[config.mk]
export PLATFORM = sky130hd
export DESIGN_NAME = instr_encoder
export DESIGN_NICKNAME = d
export VERILOG_FILES = /design/src/rtl/instr_encoder.sv
export SDC_FILE = /design/constraint.sdc
export NUM_CORES = 1
export LEC_CHECK = 0
export BUFFER_PORTS_ARGS = -buffer_cell sky130_fd_sc_hd__buf_2
export CAP_MARGIN = 20
export CORE_UTILIZATION = 40
export CTS_CLUSTER_SIZE = 10
export DETAILED_ROUTE_END_ITERATION = 16
export GPL_TIMING_DRIVEN = 0
export PLACE_DENSITY = 0.78
export SLEW_MARGIN = 10
export SYNTH_ARGS = -nofsm -noshare
export SYNTH_HDL_FRONTEND = slang
export SYNTH_SLANG_ARGS = --single-unit
[constraint.sdc]
create_clock -name clk -period 7.3 [get_ports clk]
set_input_delay 1.095 -clock clk [delete_from_list [all_inputs] [get_ports clk]]
set_output_delay 1.095 -clock clk [all_outputs]
set_load 0.01 [all_outputs]
[src/rtl/instr_encoder.sv]
// RV32I instruction encoder: turns decoded request fields into a 32-bit word
// and writes it to instruction memory at an auto-incrementing byte address.
module instr_encoder (
    input  logic        clk,
    input  logic        reset,
    input  logic        start,
    input  logic [31:0] base_addr,
    input  logic        in_valid,
    output logic        in_ready,
    input  logic [2:0]  op_class,
    input  logic [3:0]  ALUOp,
    input  logic [2:0]  funct3,
    input  logic [4:0]  rs1,
    input  logic [4:0]  rs2,
    input  logic [4:0]  rd,
    input  logic [31:0] imm,
    output logic        imem_we,
    output logic [31:0] imem_addr,
    output logic [31:0] imem_wdata,
    input  logic        imem_ready,
    output logic        err,
    output logic [7:0]  err_count
);

    localparam int unsigned XLEN = 32;
    localparam int unsigned CNTW = 8;

    localparam logic [1:0] IDLE  = 2'd0;
    localparam logic [1:0] WRITE = 2'd1;
    localparam logic [1:0] ERR   = 2'd2;

    localparam logic [2:0] CLS_LUI    = 3'd0;
    localparam logic [2:0] CLS_AUIPC  = 3'd1;
    localparam logic [2:0] CLS_LOAD   = 3'd2;
    localparam logic [2:0] CLS_STORE  = 3'd3;
    localparam logic [2:0] CLS_OPIMM  = 3'd4;
    localparam logic [2:0] CLS_OP     = 3'd5;
    localparam logic [2:0] CLS_JAL    = 3'd6;
    localparam logic [2:0] CLS_BRANCH = 3'd7;

    localparam logic [6:0] OPC_LUI    = 7'b0110111;
    localparam logic [6:0] OPC_AUIPC  = 7'b0010111;
    localparam logic [6:0] OPC_LOAD   = 7'b0000011;
    localparam logic [6:0] OPC_STORE  = 7'b0100011;
    localparam logic [6:0] OPC_OPIMM  = 7'b0010011;
    localparam logic [6:0] OPC_OP     = 7'b0110011;
    localparam logic [6:0] OPC_JAL    = 7'b1101111;
    localparam logic [6:0] OPC_BRANCH = 7'b1100011;

    logic [1:0]      state_q, state_d;
    logic [XLEN-1:0] addr_q, addr_d;
    logic [XLEN-1:0] wdata_q, wdata_d;
    logic [CNTW-1:0] cnt_q, cnt_d;
    logic            we_q, we_d;
    logic            err_q, err_d;
    logic            rdy_q, rdy_d;

    logic [2:0]      alu_f3;
    logic [6:0]      alu_f7;
    logic            alu_alt;
    logic            alu_shift;
    logic            alu_ok;
    logic [XLEN-1:0] enc_c;
    logic            legal_c;

    // ALU operation to funct3/funct7 mapping shared by OP and OPIMM
    always_comb begin
        alu_f3    = 3'd0;
        alu_alt   = 1'b0;
        alu_shift = 1'b0;
        alu_ok    = 1'b1;
        case (ALUOp)
            4'd0: alu_f3 = 3'd0;
            4'd1: begin alu_f3 = 3'd0; alu_alt = 1'b1; end
            4'd2: alu_f3 = 3'd2;
            4'd3: alu_f3 = 3'd3;
            4'd4: begin alu_f3 = 3'd1; alu_shift = 1'b1; end
            4'd5: begin alu_f3 = 3'd5; alu_shift = 1'b1; end
            4'd6: begin alu_f3 = 3'd5; alu_shift = 1'b1; alu_alt = 1'b1; end
            4'd7: alu_f3 = 3'd7;
            4'd8: alu_f3 = 3'd6;
            4'd9: alu_f3 = 3'd4;
            default: alu_ok = 1'b0;
        endcase
        alu_f7 = alu_alt ? 7'b0100000 : 7'b0000000;
    end

    // Instruction word assembly and legality check per format
    always_comb begin
        enc_c   = '0;
        legal_c = 1'b1;
        case (op_class)
            CLS_LUI:   enc_c = {imm[31:12], rd, OPC_LUI};
            CLS_AUIPC: enc_c = {imm[31:12], rd, OPC_AUIPC};
            CLS_LOAD: begin
                legal_c = !(funct3 == 3'd3 || funct3 == 3'd6 || funct3 == 3'd7);
                enc_c   = {imm[11:0], rs1, funct3, rd, OPC_LOAD};
            end
            CLS_STORE: begin
                legal_c = (funct3 <= 3'd2);
                enc_c   = {imm[11:5], rs2, rs1, funct3, imm[4:0], OPC_STORE};
            end
            CLS_OPIMM: begin
                legal_c = alu_ok && (ALUOp != 4'd1);
                enc_c   = alu_shift ? {alu_f7, imm[4:0], rs1, alu_f3, rd, OPC_OPIMM}
                                    : {imm[11:0], rs1, alu_f3, rd, OPC_OPIMM};
            end
            CLS_OP: begin
                legal_c = alu_ok;
                enc_c   = {alu_f7, rs2, rs1, alu_f3, rd, OPC_OP};
            end
            CLS_JAL: enc_c = {imm[20], imm[10:1], imm[11], imm[19:12], rd, OPC_JAL};
            CLS_BRANCH: begin
                legal_c = !(funct3 == 3'd2 || funct3 == 3'd3);
                enc_c   = {imm[12], imm[10:5], rs2, rs1, funct3, imm[4:1], imm[11], OPC_BRANCH};
            end
            default: enc_c = '0;
        endcase
    end

    // Next-state and registered-output logic; start wins over a same-cycle request
    always_comb begin
        state_d = state_q;
        addr_d  = addr_q;
        wdata_d = wdata_q;
        cnt_d   = cnt_q;
        case (state_q)
            IDLE: begin
                if (start) begin
                    addr_d = base_addr;
                end else if (in_valid) begin
                    if (legal_c) begin
                        wdata_d = enc_c;
                        state_d = WRITE;
                    end else begin
                        state_d = ERR;
                        if (cnt_q != {CNTW{1'b1}}) cnt_d = cnt_q + CNTW'(1);
                    end
                end
            end
            WRITE: begin
                if (imem_ready) begin
                    addr_d  = addr_q + XLEN'(4);
                    state_d = IDLE;
                end
            end
            ERR:     state_d = IDLE;
            default: state_d = IDLE;
        endcase
        we_d  = (state_d == WRITE);
        err_d = (state_d == ERR);
        rdy_d = (state_d == IDLE);
    end

    always_ff @(posedge clk) begin
        if (reset) begin
            state_q <= IDLE;
            addr_q  <= '0;
            wdata_q <= '0;
            cnt_q   <= '0;
            we_q    <= 1'b0;
            err_q   <= 1'b0;
            rdy_q   <= 1'b1;
        end else begin
            state_q <= state_d;
            addr_q  <= addr_d;
            wdata_q <= wdata_d;
            cnt_q   <= cnt_d;
            we_q    <= we_d;
            err_q   <= err_d;
            rdy_q   <= rdy_d;
        end
    end

    assign in_ready   = rdy_q;
    assign imem_we    = we_q;
    assign imem_addr  = addr_q;
    assign imem_wdata = wdata_q;
    assign err        = err_q;
    assign err_count  = cnt_q;

endmodule

==> flow_metrics.tcl <==
set metrics [dict create \
    status "complete, no violations" \
    slew_viol_final 0 \
    post_drt_wl_per_cell_um 16.90 \
    p_seq_share_pct 44.3 \
    yosys-top-cells-area "dfxtp_1 (34%), mux2i_1 (5.5%), a21oi_1 (4.7%)" \
    p_clk_share_pct 35.1 \
    clk_latency_ps 350 \
    drt_iter0_markers 361 \
    core_um2 10890 \
    powerDensity_nw_per_um2 184.4 \
    fin_crit_ps 3042 \
    crit_type "input pin to register" \
    grt_pass1_vias 4730 \
    rows 38 \
    antenna_cells 0 \
    multiInputGateArea_um2 2715 \
    min_period_over_period_pct 41.67 \
    ys_types 63 \
    dieArea_um2 11700 \
    worstPathMaxFanout 10 \
    p_switching_w 0.0003236 \
    ctsHoldBuffers 0 \
    peakVddDrop_mv 0.1107 \
    p_total_w 0.001056 \
    dp.final_hpwl_um 11110 \
    mostFrequentLayoutCells "buf_2 (165), dfxtp_1 (76), a21oi_1 (42), nand2_1 (42)" \
    routed_wirelength_um 14920 \
    place.port_buffers 163 \
    h-tree-depth 3 \
    die_w_um 108.2 \
    pwr-share-comb_pct 20.6 \
    fin_nets 834 \
    postPlaceCellArea_um2 5500 \
    synthArstFlopShare_pct 0 \
    synthCells 564 \
    reg2reg_to "err_count[7]" \
    drive_gt1_share_pct 27.59 \
    tns_ps 0 \
    die_y_um 108.2 \
    grt_util_all_layers_pct 25.27 \
    seq_area_um2 1521 \
    vias 5172 \
    io_pins 169 \
    ys_ff_latch 76 \
    worstPathArrival_ps 3280 \
    syn_nets 660 \
    antenna_found_initial 0 \
    ys_warn_count 0 \
    synthesis.area_um2 4509 \
    grt_pass1_wl_um 23160 \
    start_kind "input pin" \
    gp_congestion 0.8770 \
    p_leak_nw 2.388 \
    postLayoutCellArea_um2 5725 \
    fmax_mhz 328.8 \
    synth.largest_area_cell "dfxtp_1" \
    crit_start "op_class[0]" \
    cts.sinks 76 \
    ant_nets 0 \
    hold_violations 0 \
    drc_errors 0 \
    cap_violations 0 \
    slew_headroom_pct 46.13 \
    viasPerCell 5.857 \
    rrSetupSlack_ps 4700 \
    clock_skew_ps 10.05 \
    ctsResizeCount 0 \
    setup_viol 0 \
    cts_root_buf "clkbuf_8" \
    cts.reportedPaths.clkPinSlew_ps 80 \
    endpoint_kind "register" \
    syn2layout_area_growth_pct 26.97 \
    required_ps 7540 \
    rsz0062_at_grt "false" \
    synth_edf_count 0 \
    grt_start_max_net_pins 14 \
    nFillCells 1111 \
    overflow 0 \
    drt_pass1_iterations 5 \
    cts_buffers 9 \
    tritoncts "built" \
    crit_end "err_count[7]" \
    sw_frac_of_total_pct 30.65 \
    synth_top_area_share_pct 33.74 \
    yosys_most_used_dff "dfxtp_1" \
    seq_area_frac_synth_pct 33.74 \
    worstReg2RegStart "state_q[0]" \
    avgSynthCellArea_um2 7.995 \
    worstMarginPinSlew_ps 802.7 \
    p_int_w 0.0007321 \
    final_common_cell "buf_2" \
    hold_path_class "register to register" \
    r2r_cells 8 \
    postCtsSetupBuffers 0 \
    ctsLongestPathBuffers 2 \
    start_util_pct 41.42 \
]
-- synthesized netlist by cell type (4+ instances only) --
| cell type | count |
|---|---|
| dfxtp_1 | 76 |
| a21oi_1 | 42 |
| nand2_1 | 42 |
| clkbuf_1 | 40 |
| nor2_1 | 40 |
| mux2i_1 | 25 |
| a211oi_1 | 24 |
| nand3_1 | 23 |
| o21ai_0 | 20 |
| inv_1 | 17 |
| a2111oi_0 | 15 |
| nor3_1 | 11 |
| and3_1 | 10 |
| nand4_1 | 10 |
| a31o_2 | 9 |
| and2_1 | 9 |
| nor4_1 | 9 |
| o211ai_1 | 9 |
| nor2b_1 | 8 |
| o31ai_1 | 8 |
| a31oi_1 | 7 |
| or4_1 | 7 |
| a21boi_0 | 6 |
| a21o_1 | 6 |
| o21a_1 | 6 |
| o22ai_1 | 6 |
| mux2_2 | 5 |
| nand2b_1 | 5 |
| or3_1 | 5 |
| a311oi_1 | 4 |
| a32o_1 | 4 |
| and4_1 | 4 |
| buf_1 | 4 |
-- final cells by class --
type                       count  area share [%]
buffer                        49           3.584
clock buffer                  10           2.404
clock inverter                 6           1.530
inverter                      18           1.180
multi-input combinational    421           47.42
sequential                    76           26.57
tap                          140           3.059
timing repair buffer         163           14.25
-- routing by layer --
layer | global-route usage, % | up-vias | wire (µm)
met4 | 10.08 | 0 | 345
li1 | - | 2490 | -
met1 | 31.68 | 2366 | 6345
met5 | 0 | - | 0
met2 | 41.67 | 285 | 6787
met3 | 5.847 | 31 | 1446
-- kinds of logic (layout without fill, tap and decap cells) --
logic type,Yosys count,after routing,synth area share (%)
xor gates and xnor gates,1,1,0.1943
AOI/OAI and AO/OA,190,190,29.25
and+or+nand+nor,197,197,23.17
muxes,31,31,7.048
DFF,76,76,33.74
adders and majority gates,2,2,0.5549
buffers and inverters,67,246,6.049
-- registers in the layout, indices dropped and copies added, names as in the netlist --
name / cells
imem_wdata: 31
err: 1
imem_addr: 32
in_ready: 1
err_count: 8
state_q: 2
imem_we: 1
-- power by group through the flow --
stage          logic [W]  registers, W  clock network, W
2_1_floorplan   0.000116      0.000483                 0
3_3_place_gp    0.000212      0.000476                 0
3_5_place_dp    0.000214      0.000476                 0
4_1_cts         0.000216      0.000467          0.000374
5_1_grt         0.000238      0.000472          0.000393
6_report        0.000217      0.000467          0.000371
-- worst max-delay path, stage by stage --
cell      delay [ps]
clkbuf_1         370
nand3b_1         190
o21ai_1          290
a31o_2           390
clkbuf_1         250
nor4_4           350
mux2_1           350
-- per-stage QoR --
step / instances / hold slack (ps) / util [%] / worst slack, ps
floorplan: 564 / 478.0 / - / 4312
global placement: 867 / 441.0 / 50.52 / 3952
detailed placement: 867 / 444.2 / 50.52 / 3932
CTS: 883 / 455.3 / 52.59 / 4302
global route: 883 / 477.0 / 52.59 / 4076
finish: 883 / 455.9 / 52.59 / 4258
-- worst min path at each step --
stage	slack (ps)	to	startpoint	depth (start not counted)
after floorplan	480	imem_wdata[13]	imem_wdata[13]	2
after global placement	440	imem_addr[1]	imem_addr[1]	2
after detailed placement	440	imem_wdata[14]	imem_wdata[14]	2
after CTS	460	imem_addr[1]	imem_addr[1]	2
after global routing	480	imem_wdata[10]	imem_wdata[10]	2
final	460	imem_wdata[14]	imem_wdata[14]	2
Note: power is estimated with default switching activity, not from simulation.
